[config.mk]
export PLATFORM = sky130hd
export DESIGN_NAME = camera_emulator
export DESIGN_NICKNAME = d
export VERILOG_FILES = /design/src/rtl/camera_emulator.sv
export SDC_FILE = /design/constraint.sdc
export NUM_CORES = 1
export LEC_CHECK = 0
export ABC_AREA = 1
export ABC_CLOCK_PERIOD_IN_PS = 3000
export CAP_MARGIN = 20
export CORE_ASPECT_RATIO = 0.6
export CORE_MARGIN = 3
export CORE_UTILIZATION = 50
export DETAILED_ROUTE_END_ITERATION = 8
export GPL_TIMING_DRIVEN = 1
export PLACE_DENSITY_LB_ADDON = 0.3
export SYNTH_ARGS = -nofsm -noshare
export SYNTH_HDL_FRONTEND = slang
export SYNTH_SLANG_ARGS = --single-unit
export TNS_END_PERCENT = 100
[constraint.sdc]
create_clock -name clk -period 3 [get_ports clk]
set_input_delay 0.75 -clock clk [delete_from_list [all_inputs] [get_ports clk]]
set_output_delay 0.75 -clock clk [all_outputs]
set_load 0.05 [all_outputs]
[src/rtl/camera_emulator.sv]
// Camera-link style sensor emulator: pixclk at clk/2, fval/lval framing and a (x+y) test pattern.
// Optional per-frame counter stamped into pixel (0,0) when CAMERA_EMULATOR_FRAME_COUNT_EN is defined.
module camera_emulator #(
    parameter int unsigned H_ACTIVE = 320,
    parameter int unsigned V_ACTIVE = 240,
    parameter int unsigned H_BLANK  = 16,
    parameter int unsigned V_BLANK  = 64,
    parameter int unsigned FV_SETUP = 2
) (
    input  logic        clk,
    input  logic        reset,
    input  logic        trigger_n,
    output logic        pixclk,
    output logic        fval,
    output logic        lval,
    output logic [11:0] pixdata,
    output logic        busy
`ifdef CAMERA_EMULATOR_FRAME_COUNT_EN
    ,
    output logic [15:0] frame_count
`endif
);

    localparam logic [2:0] StIdle   = 3'd0;
    localparam logic [2:0] StSetup  = 3'd1;
    localparam logic [2:0] StActive = 3'd2;
    localparam logic [2:0] StHblank = 3'd3;
    localparam logic [2:0] StVblank = 3'd4;

    localparam logic [11:0] SetupLast  = 12'(FV_SETUP - 1);
    localparam logic [11:0] XLast      = 12'(H_ACTIVE - 1);
    localparam logic [11:0] YLast      = 12'(V_ACTIVE - 1);
    localparam logic [11:0] HblankLast = 12'(H_BLANK - 1);
    localparam logic [11:0] VblankLast = 12'(V_BLANK - 1);

    logic [2:0]  state_q, state_d;
    logic [11:0] x_q, x_d;
    logic [11:0] y_q, y_d;
    logic [11:0] cnt_q, cnt_d;
    logic        pixclk_q;
    logic        fval_q, fval_d;
    logic        lval_q, lval_d;
    logic [11:0] pix_q, pix_d;
    logic        update;

    // Everything except pixclk advances only where pixclk falls.
    assign update = pixclk_q;

    always_comb begin
        state_d = state_q;
        x_d     = x_q;
        y_d     = y_q;
        cnt_d   = cnt_q;
        if (update) begin
            case (state_q)
                StIdle: begin
                    if (!trigger_n) begin
                        state_d = StSetup;
                        x_d     = '0;
                        y_d     = '0;
                        cnt_d   = '0;
                    end
                end
                StSetup: begin
                    if (cnt_q == SetupLast) begin
                        state_d = StActive;
                        x_d     = '0;
                        cnt_d   = '0;
                    end else begin
                        cnt_d = cnt_q + 12'd1;
                    end
                end
                StActive: begin
                    if (x_q == XLast) begin
                        state_d = StHblank;
                        x_d     = '0;
                        cnt_d   = '0;
                    end else begin
                        x_d = x_q + 12'd1;
                    end
                end
                StHblank: begin
                    if (cnt_q == HblankLast) begin
                        cnt_d = '0;
                        x_d   = '0;
                        if (y_q < YLast) begin
                            state_d = StActive;
                            y_d     = y_q + 12'd1;
                        end else begin
                            state_d = StVblank;
                        end
                    end else begin
                        cnt_d = cnt_q + 12'd1;
                    end
                end
                StVblank: begin
                    if (cnt_q == VblankLast) begin
                        cnt_d = '0;
                        x_d   = '0;
                        if (!trigger_n) begin
                            state_d = StSetup;
                            y_d     = '0;
                        end else begin
                            state_d = StIdle;
                        end
                    end else begin
                        cnt_d = cnt_q + 12'd1;
                    end
                end
                default: begin
                    state_d = StIdle;
                    x_d     = '0;
                    y_d     = '0;
                    cnt_d   = '0;
                end
            endcase
        end
    end

`ifdef CAMERA_EMULATOR_FRAME_COUNT_EN
    logic [15:0] frame_count_q, frame_count_d;

    always_comb begin
        frame_count_d = frame_count_q;
        if (update && (state_q != StVblank) && (state_d == StVblank)) begin
            frame_count_d = frame_count_q + 16'd1;
        end
    end

    assign frame_count = frame_count_q;
`endif

    // Outputs are derived from the next state so they line up with the state they describe.
    always_comb begin
        fval_d = (state_d == StSetup) || (state_d == StActive) || (state_d == StHblank);
        lval_d = (state_d == StActive);
        pix_d  = '0;
        if (lval_d) begin
            pix_d = x_d + y_d;
`ifdef CAMERA_EMULATOR_FRAME_COUNT_EN
            if ((x_d == '0) && (y_d == '0)) begin
                pix_d = frame_count_q[11:0];
            end
`endif
        end
    end

    always_ff @(posedge clk) begin
        if (reset) begin
            state_q  <= StIdle;
            x_q      <= '0;
            y_q      <= '0;
            cnt_q    <= '0;
            pixclk_q <= 1'b0;
            fval_q   <= 1'b0;
            lval_q   <= 1'b0;
            pix_q    <= '0;
`ifdef CAMERA_EMULATOR_FRAME_COUNT_EN
            frame_count_q <= '0;
`endif
        end else begin
            pixclk_q <= ~pixclk_q;
            state_q  <= state_d;
            x_q      <= x_d;
            y_q      <= y_d;
            cnt_q    <= cnt_d;
            if (update) begin
                fval_q <= fval_d;
                lval_q <= lval_d;
                pix_q  <= pix_d;
            end
`ifdef CAMERA_EMULATOR_FRAME_COUNT_EN
            frame_count_q <= frame_count_d;
`endif
        end
    end

    assign pixclk  = pixclk_q;
    assign fval    = fval_q;
    assign lval    = lval_q;
    assign pixdata = pix_q;
    assign busy    = (state_q != StIdle);

endmodule
==> results.py <==
metrics = {
    "logic_synthesis": {
        "synth_area_leaders": "dfxtp_1 (30%), nand2_1 (16%), inv_1 (6.8%)",
        "yosys_register_bits": 54,
        "postSynthAreaPerCell_um2": 6.44,
        "synth_area_leader_cell": "dfxtp_1",
        "synth_nets": 578,
        "ys.warnings.count": 0,
        "synth_cells": 559,
        "syn-cell-area_um2": 3600,
        "synth-seq-area-share_pct": 30.0,
        "synth_cell_type_count": 47,
        "yosys.area.top_type_share_pct": 30.0,
    },
    "detailed_routing": {
        "route.vias.total": 4229,
        "wl_per_cell_um": 15.4,
        "drc_errors": 0,
        "routed_wl_um": 12000,
        "initialDrtViolationCount": 378,
        "vias_per_cell": 5.44,
        "firstDrtPassIters": 5,
        "ant_nets": 0,
    },
    "global_routing": {
        "grt_max_degree": 29,
        "busiest_layer": "met2",
        "grt_use_met3_pct": 4.89,
        "grt_pass1_vias": 3871,
        "grt_overflow": 0,
        "grt_usage_pct": 27.9,
        "antenna_found_initial": 0,
        "met1_usage_pct": 40.9,
        "grt_pass1_wl_um": 18400,
        "grtUsageMet2_pct": 42.9,
    },
    "die": {
        "rows": 23,
        "die_area_um2": 8290,
        "core-area_um2": 6820,
        "initial_utilization_pct": 52.8,
        "io_pins": 19,
        "fp.dieW_um": 116,
        "die_h_um": 71.7,
    },
    "timing": {
        "hold_ws_ps": 453,
        "rsz0062_at_grt": "yes",
        "slew_viol_final": 0,
        "maxSlewHeadroom_pct": 33.6,
        "tightest_slew_ps": 992,
        "hold_viol": 0,
        "finalCriticalPeriod_ps": 3040,
        "fin_crit_sh_pct": 101,
        "skew_ps": 8.99,
        "setup_viol": 3,
        "fmax_mhz": 329,
        "fin_setup_tns_ps": -93.9,
        "fin_ws_ps": -38.2,
    },
    "cells_and_area": {
        "drive_gt1_share_pct": 37.8,
        "multi_input_area_um2": 2670,
        "postLayoutCellArea_um2": 5410,
        "insertedDiodeCount": 0,
        "nets": 709,
        "nFillCells": 433,
        "area_growth_pct": 50.3,
        "register_area_um2": 1090,
        "instances_no_fill": 778,
        "utilization_pct": 79.4,
    },
    "critical_path": {
        "crit_type": "reg -> reg",
        "endpoint_kind": "flop",
        "cpMostUsedCell": "nand2_2",
        "r2r_setup_slack_ps": -40,
        "cp_num_buf_inv": 3,
        "cp_max_fo": 7,
        "cp.required_ps": 3190,
        "cp.arrival_ps": 3230,
        "crit_slowest_cell": "dfxtp_2",
        "critPathLaunchType": "flop",
        "slowest_delay_ps": 350,
        "crit_chain": "ha_4 > nand3_4 > nor2_4 > nand2_2 > nand2_2 > nand2_2 > inv_2 > nand2_4 > nor2_4 > o22ai_2 > o21ai_2 > inv_2 > ha_4 > nand2_4 > o21ai_4 > nand2_1 > nand3_2 > nand2_2 > nand2_2 > a21oi_2 > inv_1 > nand3_2 > nand3_2 > nand2_1",
        "crit_family": "simple AND/OR/NAND/NOR gates",
    },
    "pwr": {
        "peakVddDrop_uv": 283,
        "cellLeakagePower_nw": 2.34,
        "power_density_nw_per_um2": 308,
        "power_mw": 1.67,
    },
    "placed_design": {
        "place_ws_ps": -633,
        "dp_hpwl_um": 8220,
        "placed_cell_area_um2": 4500,
        "place_inst": 740,
        "io_buffers": 18,
        "place_congestion": 0.959,
    },
    "run_status": {
        "failed_checks": "setup timing",
        "status": "finished, violations left",
    },
    "cts": {
        "postCtsHoldBufs": 0,
        "cts_tree": "yes",
        "clk_path_buf_depth": 2,
        "cts_root_buffer": "clkbuf_16",
        "cts_made_buffers": 5,
        "clk_pin_slew_worst_paths_ps": 70,
        "htree_levels": 2,
        "clock_sinks": 54,
        "insertion_delay_ps": 300,
    },
    "min_path": {
        "min_path_type": "reg -> reg",
    },
    "job": {
        "max-cap-violations": 0,
    },
}
-- registers in the layout, summed over array words and instances, names as in the netlist --
register,flops
pixdata,12
cnt_q,12
x_q,12
pixclk,1
fval,1
lval,1
state_q,3
y_q,12
-- path summary, 6_finish.rpt --
path / start / to / depth (start not counted)
hold / removal: pixdata[0] / pixdata[0] / 2
setup reg to reg: cnt_q[0] / pixdata[11] / 24
hold reg to reg: pixdata[0] / pixdata[0] / 2
setup / recovery: cnt_q[0] / pixdata[11] / 24
-- cells by family after synthesis --
group,after synthesis,share of synthesized area [%]
AO/OA/AOI/OAI,94,14.8
AND/OR/NAND/NOR,291,36.3
flip-flops,54,30.0
buffers and inverters,90,9.62
XOR/XNOR,14,3.40
adder cells (fa/ha/maj),16,5.77
-- per-layer routing --
layer / part of all wire (%) / wire length, um
met2: 45 / 5440
met4: 0.83 / 99
met1: 47 / 5590
met3: 7.0 / 840
met5: 0 / 0
-- synthesized netlist by cell type, drive strengths merged --
master   instances
and2             2
a2bb2oi          1
a21oi           35
ha              15
nand3           36
o211ai           4
o21a             1
xnor2            4
a211oi           1
nor4             1
nor3            14
a31o             2
nor2            69
nand2          156
a21boi           2
a31oi            2
a22oi            1
buf              3
clkbuf           7
nand3b           1
clkinv           1
dfxtp           54
xor2            10
fa               1
o31ai            1
nor3b            6
inv             79
o22ai            5
or2              2
nand4            4
o2111ai          2
o21ai           37
-- worst reg2reg max path: stages, from the launching register on --
cell and delay (ps):
dfxtp_2 350, ha_4 160, nand3_4 100, nor2_4 120
nand2_2 90, nand2_2 90, nand2_2 70, inv_2 80
nand2_4 90, nor2_4 240, o22ai_2 130, o21ai_2 160
inv_2 80, ha_4 300, nand2_4 70, o21ai_4 160
nand2_1 90, nand3_2 100, nand2_2 60, nand2_2 70
a21oi_2 60, inv_1 70, nand3_2 80, nand3_2 70
nand2_1 40
-- cell type report --
cell class,count,share of cell area (%)
well taps,87,2.01
clock inverters,1,0.555
multi-input cells,415,49.2
repair buffers,134,20.1
inverters,80,5.59
clock buffers,7,2.45
flip-flops and latches,54,20.1
-- cells in the final DEF (no fill, tap or decap), types with 18 or more instances in the layout --
master	netlist	final
dfxtp_1	54	49
nand2_1	150	125
buf_4	0	111
o21ai_1	21	18
nor2_1	60	48
a21oi_1	35	29
inv_1	65	58
inv_2	14	20
nand2_2	5	24
nand3_1	35	24
-- repair_timing --
action / CTS / global route
setup buffers: 19 / 11
setup endpoints to repair: 8 / 13
resized for setup: 43 / 88
pin swaps: 15 / 39
-- power breakdown --
part	total (mW)	leakage (nW)	internal, mW	switching (mW)
sequential	0.729	0.439	0.723	0.00577
combinational	0.268	1.82	0.112	0.156
clock	0.670	0.0781	0.396	0.274
(Power assumes the default switching activity.)
